**config.mk**
```make
export PLATFORM = sky130hd
export DESIGN_NAME = pattern_scan_ctrl
export DESIGN_NICKNAME = d
export VERILOG_FILES = /design/src/rtl/pattern_scan_ctrl.sv
export SDC_FILE = /design/constraint.sdc
export NUM_CORES = 1
export LEC_CHECK = 0
export BUFFER_PORTS_ARGS = -buffer_cell sky130_fd_sc_hd__buf_4
export CAP_MARGIN = 40
export CORE_MARGIN = 1
export CORE_UTILIZATION = 34
export DETAILED_ROUTE_END_ITERATION = 16
export MAX_ROUTING_LAYER = met4
export SETUP_SLACK_MARGIN = 0.3
export SYNTH_ARGS = -nofsm -noshare
export SYNTH_HDL_FRONTEND = slang
export SYNTH_SLANG_ARGS = --single-unit
export TNS_END_PERCENT = 10
```
**constraint.sdc**
```tcl
create_clock -name clk -period 9.5 [get_ports clk]
set_input_delay 0 -clock clk [delete_from_list [all_inputs] [get_ports clk]]
set_output_delay 0 -clock clk [all_outputs]
set_load 0.05 [all_outputs]
```
**src/rtl/pattern_scan_ctrl.sv**
```systemverilog
// pattern_scan_ctrl: scans a qualified serial stream for a programmable 1..PAT_W-bit pattern, counting matches per run with target/window termination
module pattern_scan_ctrl #(
  parameter int PAT_W = 8,
  parameter int CNT_W = 8,
  parameter int WIN_W = 16,
  localparam int LEN_W = $clog2(PAT_W) + 1
) (
  input  logic             clk,
  input  logic             rst,
  input  logic             cfg_valid,
  output logic             cfg_ready,
  input  logic [PAT_W-1:0] cfg_pattern,
  input  logic [LEN_W-1:0] cfg_len,
  input  logic             cfg_overlap,
  input  logic [CNT_W-1:0] cfg_target,
  input  logic [WIN_W-1:0] cfg_window,
  input  logic             start,
  input  logic             abort,
  input  logic             done_ack,
  input  logic             datain,
  input  logic             din_valid,
  output logic             pattern_detected,
  output logic [CNT_W-1:0] match_count,
  output logic             busy,
  output logic             done,
  output logic             timeout,
  output logic             err
);
  typedef enum logic [1:0] {IDLE, SCAN, DONE} state_t;
  state_t state_q, state_d;
  logic [PAT_W-1:0] pat_q, pat_d, hist_q, hist_d, hist_n, mask;
  logic [LEN_W-1:0] len_q, len_d, seen_q, seen_d, seen_inc;
  logic [CNT_W-1:0] tgt_q, tgt_d, cnt_q, cnt_d, cnt_inc;
  logic [WIN_W-1:0] win_q, win_d, wcnt_q, wcnt_d, wcnt_inc;
  logic ovl_q, ovl_d, det_q, det_d, to_q, to_d, err_q, err_d, hit, tgt_hit;
  always_ff @(posedge clk) begin
    if (rst) begin
      state_q <= IDLE;
      pat_q   <= PAT_W'(3'b101);
      len_q   <= LEN_W'(3);
      ovl_q   <= 1'b1;
      tgt_q   <= '0;
      win_q   <= '0;
      hist_q  <= '0;
      seen_q  <= '0;
      wcnt_q  <= '0;
      cnt_q   <= '0;
      det_q   <= 1'b0;
      to_q    <= 1'b0;
      err_q   <= 1'b0;
    end else begin
      state_q <= state_d;
      pat_q   <= pat_d;
      len_q   <= len_d;
      ovl_q   <= ovl_d;
      tgt_q   <= tgt_d;
      win_q   <= win_d;
      hist_q  <= hist_d;
      seen_q  <= seen_d;
      wcnt_q  <= wcnt_d;
      cnt_q   <= cnt_d;
      det_q   <= det_d;
      to_q    <= to_d;
      err_q   <= err_d;
    end
  end
  always_comb begin
    state_d  = state_q;
    pat_d    = pat_q;
    len_d    = len_q;
    ovl_d    = ovl_q;
    tgt_d    = tgt_q;
    win_d    = win_q;
    hist_d   = hist_q;
    seen_d   = seen_q;
    wcnt_d   = wcnt_q;
    cnt_d    = cnt_q;
    det_d    = 1'b0;
    to_d     = to_q;
    err_d    = err_q;
    mask     = ~({PAT_W{1'b1}} << len_q);
    hist_n   = {hist_q[PAT_W-2:0], datain};
    seen_inc = (seen_q >= len_q) ? len_q : seen_q + 1'b1;
    hit      = (seen_inc >= len_q) && (((hist_n ^ pat_q) & mask) == '0);
    cnt_inc  = cnt_q + CNT_W'(cnt_q != '1);
    tgt_hit  = hit && (tgt_q != '0) && (cnt_inc == tgt_q);
    wcnt_inc = wcnt_q + 1'b1;
    case (state_q)
      IDLE: begin
        if (cfg_valid) begin
          pat_d = cfg_pattern;
          len_d = cfg_len;
          ovl_d = cfg_overlap;
          tgt_d = cfg_target;
          win_d = cfg_window;
        end
        if (start) begin
          hist_d  = '0;
          seen_d  = '0;
          wcnt_d  = '0;
          cnt_d   = '0;
          to_d    = 1'b0;
          err_d   = (len_d == '0) || (len_d > LEN_W'(PAT_W));
          state_d = err_d ? DONE : SCAN;
        end
      end
      SCAN: begin
        if (abort) state_d = IDLE;
        else if (din_valid) begin
          hist_d = hist_n;
          wcnt_d = wcnt_inc;
          seen_d = (hit && !ovl_q) ? '0 : seen_inc;
          det_d  = hit;
          cnt_d  = hit ? cnt_inc : cnt_q;
          if (tgt_hit || ((win_q != '0) && (wcnt_inc == win_q))) begin
            state_d = DONE;
            to_d    = !tgt_hit;
          end
        end
      end
      DONE: state_d = (done_ack || abort) ? IDLE : DONE;
      default: state_d = IDLE;
    endcase
  end
  assign cfg_ready        = state_q == IDLE;
  assign busy             = state_q == SCAN;
  assign done             = state_q == DONE;
  assign pattern_detected = det_q;
  assign match_count      = cnt_q;
  assign timeout          = to_q;
  assign err              = err_q;
endmodule

```
==> impl_metrics.xml, run 1 <==
<?xml version="1.0" encoding="UTF-8"?>
<metrics>
  <group name="clocking">
    <metric name="numCtsBuffers" unit="">9</metric>
    <metric name="clockBufferDepth" unit="">2</metric>
    <metric name="clk_pin_slew" unit="ps">60</metric>
    <metric name="hold_fix_buffer_count_after_cts" unit="">40</metric>
    <metric name="cts.sinks" unit="">77</metric>
    <metric name="cts-htree-levels" unit="">3</metric>
    <metric name="tritoncts" unit="">done</metric>
    <metric name="clk_root_buffer_cell" unit="">clkbuf_16</metric>
    <metric name="cts_repair_resize_count" unit="">0</metric>
    <metric name="clock_latency_on_the_worst_skew_pair" unit="ps">330</metric>
    <metric name="cts_setup_buffers" unit="">0</metric>
  </group>
  <group name="timing">
    <metric name="rsz0062_at_grt" unit="">false</metric>
    <metric name="fin_crit" unit="ps">4040</metric>
    <metric name="timing.clock.skew" unit="ps">4.62</metric>
    <metric name="slew_viol_final" unit="">0</metric>
    <metric name="setup_viol" unit="">0</metric>
    <metric name="timing_worst_slew_pin_value" unit="ps">780</metric>
    <metric name="finalHoldViolCount" unit="">0</metric>
    <metric name="period_share" unit="%">42.5</metric>
    <metric name="fmaxAchievable" unit="MHz">247</metric>
    <metric name="timing.setup.tns" unit="ps">0</metric>
    <metric name="final.hold.worst_slack" unit="ps">103</metric>
    <metric name="max-slew-margin-rel" unit="%">48.0</metric>
  </group>
  <group name="grt">
    <metric name="global_route.usage.met2" unit="%">30.9</metric>
    <metric name="grt_max_degree" unit="">74</metric>
    <metric name="globalRouteMet1Util" unit="%">25.3</metric>
    <metric name="grt.busiest_layer" unit="">met2</metric>
    <metric name="wire_length_of_the_first_global_routing_pass" unit="mm">19.6</metric>
    <metric name="antenna_found_initial" unit="">0</metric>
    <metric name="grt_pass1_vias" unit="">4056</metric>
    <metric name="groute.layer.met3.usage" unit="%">2.79</metric>
    <metric name="groute.usage.overall" unit="%">19.5</metric>
    <metric name="grt.overflow.total" unit="">0</metric>
  </group>
  <group name="pwr">
    <metric name="seq_power_share" unit="%">41.6</metric>
    <metric name="vdd.ir_drop.worst" unit="mV">0.108</metric>
    <metric name="switchingPower" unit="mW">0.240</metric>
    <metric name="p_per_area" unit="nW/um^2">156</metric>
    <metric name="switching_share" unit="%">27.7</metric>
    <metric name="clock_power_share" unit="%">40.0</metric>
    <metric name="power.static_leakage" unit="nW">2.13</metric>
    <metric name="power.internal" unit="mW">0.624</metric>
    <metric name="share_comb_of_total_power" unit="%">18.5</metric>
  </group>
  <group name="detailed_routing">
    <metric name="route.vias.total" unit="">4294</metric>
    <metric name="drt_iter0_drc" unit="">290</metric>
    <metric name="remaining_drc_errors" unit="">0</metric>
    <metric name="drt.antenna.violating_nets" unit="">0</metric>
    <metric name="route.detailed.wl_per_inst" unit="um">14.6</metric>
    <metric name="routed_via_count_divided_by_cell_count" unit="">5.22</metric>
    <metric name="route.final.wire_length" unit="mm">12.0</metric>
    <metric name="drt-pass1-iter-count" unit="">4</metric>
  </group>
  <group name="worst_setup_path">
    <metric name="r2r.worst_path.cells" unit="">14</metric>
    <metric name="cpPeakStageDelay" unit="ps">470</metric>
    <metric name="timing.critical_path.cells" unit="">ha_1 -&gt; nand2b_1 -&gt; a21o_1 -&gt; a21o_1 -&gt; a21oi_1 -&gt; mux2_2 -&gt; ha_1 -&gt; a2111oi_0 -&gt; a2111o_1 -&gt; nor4_2 -&gt; buf_4 -&gt; nor2b_1 -&gt; nand3b_1 -&gt; a21oi_1</metric>
    <metric name="total_number_of_cells_along_the_worst_setup_path" unit="">14</metric>
    <metric name="cp.required" unit="ps">9760</metric>
    <metric name="timing.critical_path.max_delay_family" unit="">compound AO/OA/AOI/OAI gates</metric>
    <metric name="cell_with_the_largest_stage_delay_on_the_worst_path" unit="">dfxtp_1</metric>
    <metric name="startpoint_type_of_the_worst_setup_path" unit="">register</metric>
    <metric name="critical_path_buf_inv_count" unit="">1</metric>
    <metric name="worst-endpoint-arrival" unit="ps">4300</metric>
    <metric name="setup.worst_path.class" unit="">register to register</metric>
    <metric name="timing.critical_path.to_type" unit="">register</metric>
    <metric name="reg2reg_slack" unit="ps">5460</metric>
    <metric name="worstPathMaxFanout" unit="">13</metric>
  </group>
  <group name="finish">
    <metric name="n_antenna_cell" unit="">0</metric>
    <metric name="most-common-layout-cells" unit="">117 x nand2_1, 77 x dfxtp_1, 75 x a21oi_1</metric>
    <metric name="nNetsFinal" unit="">707</metric>
    <metric name="post_route_cells_drive_above_1_share" unit="%">13.6</metric>
    <metric name="layout_commonest_cell" unit="">nand2_1</metric>
    <metric name="area_growth" unit="%">28.3</metric>
  </group>
  <group name="floorplanning">
    <metric name="ios" unit="">59</metric>
    <metric name="number_of_rows_created_at_floorplan" unit="">40</metric>
    <metric name="core_area" unit="um^2">12200</metric>
    <metric name="die_y" unit="um">115</metric>
    <metric name="initial_utilization" unit="%">35.4</metric>
    <metric name="fp.dieArea" unit="um^2">13200</metric>
    <metric name="die_w" unit="um">115</metric>
  </group>
  <group name="run_status">
    <metric name="result_of_the_run" unit="">complete, no violations</metric>
  </group>
  <group name="yosys">
    <metric name="postSynth.topFlopCell" unit="">dfxtp_1</metric>
    <metric name="synth-seq-area-share" unit="%">35.6</metric>
    <metric name="async_reset_ff_share" unit="%">0</metric>
    <metric name="synthDistinctLibCells" unit="">62</metric>
    <metric name="ys_seq_elements" unit="">77</metric>
    <metric name="total_number_of_yosys_warnings" unit="">0</metric>
    <metric name="synth.net_count" unit="">629</metric>
    <metric name="synth_area" unit="um^2">4330</metric>
    <metric name="post_synthesis_cells" unit="">572</metric>
    <metric name="synth_edf_count" unit="">0</metric>
    <metric name="synth_area_per_cell" unit="um^2">7.56</metric>
  </group>
  <group name="job">
    <metric name="drv_cap" unit="">0</metric>
  </group>
  <group name="placement">
    <metric name="post-dp-hpwl" unit="mm">8.10</metric>
    <metric name="gp_congestion" unit="">0.825</metric>
    <metric name="buffer_ports.inserted" unit="">58</metric>
  </group>
  <group name="hold_path">
    <metric name="holdPathStages" unit="">6</metric>
    <metric name="holdCritPathClass" unit="">input pin to register</metric>
  </group>
</metrics>
[worst min-delay path: cells and delay by family]
family / cells / cell delay (ps)
AOI/OAI and AO/OA: 2 / 160
buffers and inverters: 1 / 80
and+or+nand+nor: 3 / 150
[power by group through the flow]
stage | clock (mW) | sequential, mW | combinational (mW)
global placement | 0 | 0.365 | 0.142
finish | 0.345 | 0.359 | 0.159
global route | 0.366 | 0.361 | 0.176
floorplan | 0 | 0.359 | 0.103
detailed placement | 0 | 0.366 | 0.145
CTS | 0.354 | 0.359 | 0.159
[cell usage after synthesis, types with 4 or more instances]
cell type | n | area share [%]
clkbuf_1 | 26 | 2.3
a21o_1 | 6 | 1.0
nor2b_1 | 4 | 0.58
a21oi_1 | 75 | 8.7
xnor2_1 | 30 | 6.1
nand4_1 | 5 | 0.72
nand2b_1 | 5 | 0.72
nor4_1 | 12 | 1.7
nor3_1 | 17 | 2.0
a22oi_1 | 6 | 1.0
nand3_1 | 24 | 2.8
dfxtp_1 | 77 | 36
ha_1 | 12 | 3.5
o21ai_0 | 23 | 2.7
or3_1 | 6 | 0.87
o21a_1 | 4 | 0.69
nand2_1 | 117 | 10
xor2_1 | 8 | 1.6
inv_1 | 8 | 0.69
nor2_1 | 38 | 3.3
[flip-flops by register name (all words and copies together), names as in the netlist]
register          count
err                   1
hist_q                7
len_q                 4
match_count           8
ovl_q                 1
pat_q                 8
pattern_detected      1
seen_q                4
state_q               2
tgt_q                 8
timeout               1
wcnt_q               16
win_q                16
[cell families (layout without fill, tap and decap cells)]
logic type / after synthesis / after routing / synth area share, %
simple gates: 256 / 256 / 28.6
compound gates: 140 / 140 / 19.1
flops: 77 / 77 / 35.6
buf+inv: 44 / 126 / 4.34
xor+xnor: 38 / 38 / 7.69
fa+ha+maj: 12 / 12 / 3.47
mux: 5 / 5 / 1.21
[stage by stage]
stage | setup WS, ps | util [%] | std cells | total power, mW | area, um^2
after floorplan | 5850 | - | 572 | 0.462 | 4330
after global placement | 5230 | 39.6 | 766 | 0.508 | 4840
after detailed placement | 5480 | 39.7 | 767 | 0.511 | 4850
after CTS | 5460 | 45.4 | 822 | 0.872 | 5550
after global routing | 5170 | 45.4 | 822 | 0.904 | 5550
final | 5460 | 45.4 | 822 | 0.863 | 5550
[path summary, 6_finish.rpt]
| kind | from | endpoint |
|---|---|---|
| worst min register to register | pat_q[3] | pat_q[3] |
| worst min-delay path | done_ack | state_q[1] |
| worst max register to register | len_q[0] | match_count[2] |
| worst max-delay path | len_q[0] | match_count[2] |
[layout make-up]
class | count | area, um^2
Clock buffer | 11 | 253
Clock inverter | 4 | 47.5
Fill cell | 1232 | 6660
Inverter | 9 | 33.8
Multi-Input combinational cell | 451 | 2600
Sequential cell | 77 | 1540
Tap cell | 168 | 210
Timing Repair Buffer | 102 | 866
[layer usage]
| layer | up-vias | share of wire (%) | wire length, um |
|---|---|---|---|
| met5 | - | 0 | 0 |
| met4 | 0 | 1.5 | 182 |
| met3 | 11 | 4.4 | 526 |
| met2 | 101 | 47 | 5660 |
| met1 | 2007 | 47 | 5590 |
| li1 | 2175 | - | - |
(Power assumes the default switching activity.)
==> run 2, diff against run 1 <==
clock period = 3.3 ns   (was 9.5 ns; I/O delays follow)
==> run 2 against run 1 <==
Compared with the run above:
- the run now ends with negative setup slack left
- clock skew about the same
- combinational power rose to 3.5 times the previous value
- core utilization grew 3.1 points
- clock power increased to 2.9 times the previous value
- sequential power rose to 2.9 times the previous value
- largest power group unchanged
- die area unchanged
- sequential share of layout area down 1.5 points
- worst hold slack worse by 60 ps
- non-clock buffer count rose by 20
==> impl_metrics.xml, run 2 (same netlist as run 1, synthesis figures left out) <==
<?xml version="1.0" encoding="UTF-8"?>
<metrics>
  <group name="detailed_routing">
    <metric name="drt.antenna.violating_nets" unit="">0</metric>
    <metric name="route.detailed.wl_per_inst" unit="um">15.2</metric>
    <metric name="route.final.wire_length" unit="mm">12.8</metric>
    <metric name="remaining_drc_errors" unit="">0</metric>
    <metric name="routed_via_count_divided_by_cell_count" unit="">5.33</metric>
    <metric name="drt_iter0_drc" unit="">244</metric>
    <metric name="route.vias.total" unit="">4489</metric>
    <metric name="drt-pass1-iter-count" unit="">7</metric>
  </group>
  <group name="clocking">
    <metric name="cts-htree-levels" unit="">3</metric>
    <metric name="tritoncts" unit="">done</metric>
    <metric name="clk_root_buffer_cell" unit="">clkbuf_16</metric>
    <metric name="numCtsBuffers" unit="">9</metric>
    <metric name="cts.sinks" unit="">77</metric>
    <metric name="clk_pin_slew" unit="ps">60</metric>
    <metric name="clockBufferDepth" unit="">2</metric>
    <metric name="clock_latency_on_the_worst_skew_pair" unit="ps">330</metric>
  </group>
  <group name="finish">
    <metric name="post_route_cells_drive_above_1_share" unit="%">20.7</metric>
    <metric name="largest_registers" unit="">wcnt_q x16, win_q x16</metric>
    <metric name="multi_input_comb_area" unit="um^2">2780</metric>
    <metric name="n_antenna_cell" unit="">0</metric>
    <metric name="flip_flop_and_latch_area" unit="um^2">1550</metric>
    <metric name="nNetsFinal" unit="">727</metric>
    <metric name="layout_commonest_cell" unit="">nand2_1</metric>
    <metric name="area_growth" unit="%">36.9</metric>
    <metric name="most-common-layout-cells" unit="">117 x nand2_1, 77 x buf_4, 73 x a21oi_1</metric>
    <metric name="num-fill-cells" unit="">1220</metric>
  </group>
  <group name="worst_setup_path">
    <metric name="worst-endpoint-arrival" unit="ps">3620</metric>
    <metric name="worstPathMaxFanout" unit="">8</metric>
    <metric name="timing.critical_path.to_type" unit="">register</metric>
    <metric name="setup.worst_path.class" unit="">register to register</metric>
    <metric name="cp.required" unit="ps">3500</metric>
    <metric name="startpoint_type_of_the_worst_setup_path" unit="">register</metric>
  </group>
  <group name="run_status">
    <metric name="result_of_the_run" unit="">finished, violations left</metric>
    <metric name="violated_checks" unit="">negative setup slack</metric>
  </group>
  <group name="timing">
    <metric name="timing.final.ws_setup" unit="ps">-115</metric>
    <metric name="period_share" unit="%">103</metric>
    <metric name="fmaxAchievable" unit="MHz">293</metric>
    <metric name="timing.clock.skew" unit="ps">4.74</metric>
    <metric name="setup_viol" unit="">14</metric>
    <metric name="finalHoldViolCount" unit="">0</metric>
    <metric name="timing_worst_slew_pin_value" unit="ps">852</metric>
    <metric name="rsz0062_at_grt" unit="">true</metric>
    <metric name="final.hold.worst_slack" unit="ps">43.2</metric>
    <metric name="max-slew-margin-rel" unit="%">43.0</metric>
    <metric name="fin_crit" unit="ps">3410</metric>
    <metric name="slew_viol_final" unit="">0</metric>
  </group>
  <group name="grt">
    <metric name="wire_length_of_the_first_global_routing_pass" unit="mm">20.3</metric>
    <metric name="antenna_found_initial" unit="">0</metric>
    <metric name="grt.overflow.total" unit="">0</metric>
    <metric name="grt_max_degree" unit="">46</metric>
    <metric name="grt_pass1_vias" unit="">4102</metric>
    <metric name="groute.usage.overall" unit="%">20.3</metric>
  </group>
  <group name="floorplanning">
    <metric name="initial_utilization" unit="%">35.4</metric>
    <metric name="die_w" unit="um">115</metric>
    <metric name="core_area" unit="um^2">12200</metric>
    <metric name="fp.dieArea" unit="um^2">13200</metric>
    <metric name="die_y" unit="um">115</metric>
    <metric name="number_of_rows_created_at_floorplan" unit="">40</metric>
    <metric name="ios" unit="">59</metric>
  </group>
  <group name="pwr">
    <metric name="power.static_leakage" unit="nW">2.24</metric>
    <metric name="totalPowerFinal" unit="mW">2.58</metric>
    <metric name="vdd.ir_drop.worst" unit="mV">0.382</metric>
    <metric name="p_per_area" unit="nW/um^2">436</metric>
  </group>
  <group name="job">
    <metric name="drv_cap" unit="">0</metric>
  </group>
  <group name="hold_path">
    <metric name="holdCritPathClass" unit="">input pin to register</metric>
  </group>
  <group name="placement">
    <metric name="buffer_ports.inserted" unit="">58</metric>
    <metric name="gp_congestion" unit="">0.893</metric>
    <metric name="post-dp-hpwl" unit="mm">8.57</metric>
  </group>
</metrics>
==> run 2: metal layers <==
layer  GRT usage [%]  routed length (um)  up-vias
li1                -                   -     2211
met1            26.8                6120     2113
met2            32.2                5940      139
met3            3.16                 520       26
met4            5.71                 209        0
met5               -                   0        -
==> run 2: area by class of cell <==
type,count,area share (%)
flip-flops and latches,77,26.2
multi-input cells,451,46.9
inverters,9,0.570
well taps,168,3.55
clock buffers,11,4.10
clock inverters,5,1.01
repair buffers,122,17.6
==> run 2: through the flow <==
step | cell area, um^2 | utilization [%] | setup slack [ps] | setup TNS, ps | instances
5_1_grt | 5920 | 48.5 | -235 | -2820 | 843
2_1_floorplan | 4380 | - | 203 | 0 | 572
3_3_place_gp | 5010 | 41.0 | 35.8 | 0 | 781
3_5_place_dp | 5010 | 41.0 | -49.0 | -213 | 781
6_report | 5920 | 48.5 | -115 | -1090 | 843
4_1_cts | 5750 | 47.1 | 16.3 | 0 | 837
==> run 2: path summary, 6_finish.rpt <==
path,to,cells past startpoint,slack [ps],start
min,wcnt_q[7],2,40,rst
max reg2reg,match_count[7],17,-110,seen_q[0]
min reg2reg,hist_q[6],2,460,hist_q[6]
max,match_count[7],17,-110,seen_q[0]
==> run 2: what timing repair did <==
| item | in CTS | in global routing |
|---|---|---|
| hold buffers | 40 | 0 |
| buffers inserted | 0 | 6 |
| gates resized for setup | 7 | 25 |
| pin swaps | 7 | 16 |
| setup endpoints to repair | 16 | 16 |
| endpoints found under the hold margin | 43 | 0 |
==> run 2: power breakdown <==
| group | switching [mW] | internal [mW] |
|---|---|---|
| sequential | 0.0538 | 0.976 |
| combinational | 0.298 | 0.254 |
| clock | 0.393 | 0.606 |
| total | 0.745 | 1.84 |
==> run 2: worst max-delay path, cell delays in order, from the launching register on <==
cell,delay (ps)
dfxtp_2,340
inv_2,50
ha_4,200
nand2b_4,130
a21o_1,150
a21o_1,200
a21oi_4,210
buf_6,150
mux2_4,320
ha_4,280
a2111oi_4,60
a2111o_1,320
nor4_4,210
buf_4,180
buf_6,140
a41oi_2,100
o21ai_2,160
a21oi_1,80
==> run 3, diff against run 2 <==
clock period = 4.2 ns   (was 3.3 ns; I/O delays follow)
==> run 3 against run 2 <==
Compared with the run above:
- the flow now finishes without violations
- critical path depth shrank 1
- design area shrank 5.4%
- core utilization shrank 2.6 points
- die area is the same
- non-clock buffer count shrank 20
- largest cell class unchanged
- highest routed layer unchanged
==> impl_metrics.xml, run 3 (same netlist as run 1, synthesis figures left out) <==
<?xml version="1.0" encoding="UTF-8"?>
<metrics>
  <group name="placement">
    <metric name="buffer_ports.inserted" unit="">58</metric>
    <metric name="placed_area" unit="um^2">4860</metric>
    <metric name="post-dp-hpwl" unit="mm">8.35</metric>
    <metric name="gp_congestion" unit="">0.872</metric>
  </group>
  <group name="grt">
    <metric name="wire_length_of_the_first_global_routing_pass" unit="mm">19.7</metric>
    <metric name="groute.usage.overall" unit="%">19.4</metric>
    <metric name="antenna_found_initial" unit="">0</metric>
    <metric name="grt_max_degree" unit="">74</metric>
    <metric name="grt_pass1_vias" unit="">4107</metric>
    <metric name="grt.overflow.total" unit="">0</metric>
  </group>
  <group name="finish">
    <metric name="nNetsFinal" unit="">707</metric>
    <metric name="area_growth" unit="%">29.5</metric>
    <metric name="post_route_cells_drive_above_1_share" unit="%">14.2</metric>
    <metric name="n_antenna_cell" unit="">0</metric>
    <metric name="post-route-cell-area" unit="um^2">5600</metric>
    <metric name="largest_registers" unit="">wcnt_q x16, win_q x16</metric>
    <metric name="layout_commonest_cell" unit="">nand2_1</metric>
    <metric name="num-fill-cells" unit="">1231</metric>
    <metric name="most-common-layout-cells" unit="">117 x nand2_1, 76 x dfxtp_1, 74 x a21oi_1</metric>
  </group>
  <group name="detailed_routing">
    <metric name="routed_via_count_divided_by_cell_count" unit="">5.17</metric>
    <metric name="drt-pass1-iter-count" unit="">4</metric>
    <metric name="drt_iter0_drc" unit="">286</metric>
    <metric name="route.detailed.wl_per_inst" unit="um">14.4</metric>
    <metric name="route.vias.total" unit="">4255</metric>
    <metric name="remaining_drc_errors" unit="">0</metric>
    <metric name="route.final.wire_length" unit="mm">11.9</metric>
    <metric name="drt.antenna.violating_nets" unit="">0</metric>
  </group>
  <group name="floorplanning">
    <metric name="die_y" unit="um">115</metric>
    <metric name="number_of_rows_created_at_floorplan" unit="">40</metric>
    <metric name="core_area" unit="um^2">12200</metric>
    <metric name="die_w" unit="um">115</metric>
    <metric name="initial_utilization" unit="%">35.4</metric>
    <metric name="fp.dieArea" unit="um^2">13200</metric>
    <metric name="ios" unit="">59</metric>
  </group>
  <group name="timing">
    <metric name="fin_crit" unit="ps">3720</metric>
    <metric name="setup_viol" unit="">0</metric>
    <metric name="finalHoldViolCount" unit="">0</metric>
    <metric name="timing_worst_slew_pin_value" unit="ps">779</metric>
    <metric name="max-slew-margin-rel" unit="%">48.0</metric>
    <metric name="timing.clock.skew" unit="ps">5.58</metric>
    <metric name="slew_viol_final" unit="">0</metric>
    <metric name="rsz0062_at_grt" unit="">false</metric>
    <metric name="fmaxAchievable" unit="MHz">269</metric>
    <metric name="period_share" unit="%">88.6</metric>
    <metric name="timing.setup.tns" unit="ps">0</metric>
  </group>
  <group name="clocking">
    <metric name="cts_setup_buffers" unit="">0</metric>
    <metric name="cts-htree-levels" unit="">3</metric>
    <metric name="clock_latency_on_the_worst_skew_pair" unit="ps">340</metric>
    <metric name="clk_root_buffer_cell" unit="">clkbuf_16</metric>
    <metric name="clockBufferDepth" unit="">2</metric>
    <metric name="cts.sinks" unit="">77</metric>
    <metric name="clk_pin_slew" unit="ps">60</metric>
    <metric name="tritoncts" unit="">done</metric>
    <metric name="numCtsBuffers" unit="">9</metric>
  </group>
  <group name="pwr">
    <metric name="power.static_leakage" unit="nW">2.15</metric>
    <metric name="switchingPower" unit="mW">0.558</metric>
    <metric name="totalPowerFinal" unit="mW">2.04</metric>
    <metric name="power.internal" unit="mW">1.48</metric>
    <metric name="share_comb_of_total_power" unit="%">17.9</metric>
    <metric name="seq_power_share" unit="%">39.8</metric>
    <metric name="p_per_area" unit="nW/um^2">364</metric>
    <metric name="switching_share" unit="%">27.3</metric>
    <metric name="clock_power_share" unit="%">42.3</metric>
    <metric name="vdd.ir_drop.worst" unit="mV">0.198</metric>
  </group>
  <group name="worst_setup_path">
    <metric name="rr_startpoint" unit="">seen_q[0]</metric>
    <metric name="regToRegEndpoint" unit="">seen_q[1]</metric>
    <metric name="worstPathMaxFanout" unit="">13</metric>
    <metric name="r2r.worst_path.cells" unit="">16</metric>
    <metric name="timing.critical_path.to_type" unit="">register</metric>
    <metric name="cp.required" unit="ps">4470</metric>
    <metric name="reg2reg_slack" unit="ps">480</metric>
    <metric name="worst-endpoint-arrival" unit="ps">3990</metric>
    <metric name="startpoint_type_of_the_worst_setup_path" unit="">register</metric>
    <metric name="setup.worst_path.class" unit="">register to register</metric>
  </group>
  <group name="run_status">
    <metric name="result_of_the_run" unit="">complete, no violations</metric>
  </group>
  <group name="hold_path">
    <metric name="holdPathStages" unit="">4</metric>
    <metric name="holdCritPathClass" unit="">input pin to register</metric>
    <metric name="min_from" unit="">cfg_valid</metric>
    <metric name="whs_endpoint" unit="">err</metric>
  </group>
  <group name="job">
    <metric name="drv_cap" unit="">0</metric>
  </group>
</metrics>
[run 3: metrics by stage]
step | cells | util [%] | worst slack [ps] | hold slack, ps
CTS | 823 | 45.8 | 388 | 80.3
finish | 823 | 45.9 | 479 | 88.2
floorplan | 572 | - | 555 | 124
global route | 823 | 45.9 | 308 | 101
global placement | 766 | 39.6 | 333 | 211
detailed placement | 767 | 39.8 | 110 | 213
[run 3: worst max-delay path, stage by stage (launching register included)]
cell       delay [ps]
dfxtp_1           380
inv_1              80
ha_1              260
nand2b_1          140
a21o_1            180
a21o_1            180
a21oi_2           290
mux2i_1           310
ha_1              270
nand2b_1          140
a2111oi_1         420
a2111o_1          170
nor4_2             50
buf_4             180
a21oi_1           310
a22oi_1           150
nor2_1            130
[run 3: cell type report]
| cell class | count | area (um^2) | share of cell area [%] |
|---|---|---|---|
| multi-input combinational | 451 | 2610 | 46.6 |
| tap | 168 | 210 | 3.75 |
| clock inverter | 5 | 81.3 | 1.45 |
| inverter | 9 | 33.8 | 0.603 |
| timing repair buffer | 102 | 873 | 15.6 |
| sequential | 77 | 1540 | 27.5 |
| clock buffer | 11 | 253 | 4.51 |
[run 3: what timing repair did]
action / 4_1_cts / 5_1_grt
resized for setup: 2 / 3
hold buffers: 40 / 0
hold endpoints to repair: 42 / 0
endpoints found under the setup margin: 8 / 13
[run 3: worst max-delay path by stage]
| stage | to | from | slack (ps) |
|---|---|---|---|
| 6_report | seen_q[1] | seen_q[0] | 480 |
| 5_1_grt | seen_q[1] | seen_q[0] | 310 |
| 4_1_cts | match_count[3] | len_q[0] | 390 |
| 3_5_place_dp | match_count[3] | len_q[0] | 110 |
| 3_3_place_gp | match_count[2] | len_q[0] | 330 |
| 2_1_floorplan | match_count[7] | len_q[0] | 550 |
[run 3: metal layers]
layer | global-route usage (%) | up-vias | wire length [um]
met3 | 2.42 | 17 | 412
met5 | - | - | 0
li1 | - | 2172 | -
met1 | 24.9 | 1978 | 5650
met2 | 31.2 | 88 | 5590
met4 | 7.53 | 0 | 208
[run 3: power by group through the flow]
stage	sequential (mW)	clock, mW	combinational [mW]
floorplan	0.812	0	0.233
global placement	0.826	0	0.322
detailed placement	0.828	0	0.334
CTS	0.812	0.872	0.365
global route	0.818	0.905	0.405
finish	0.812	0.862	0.365
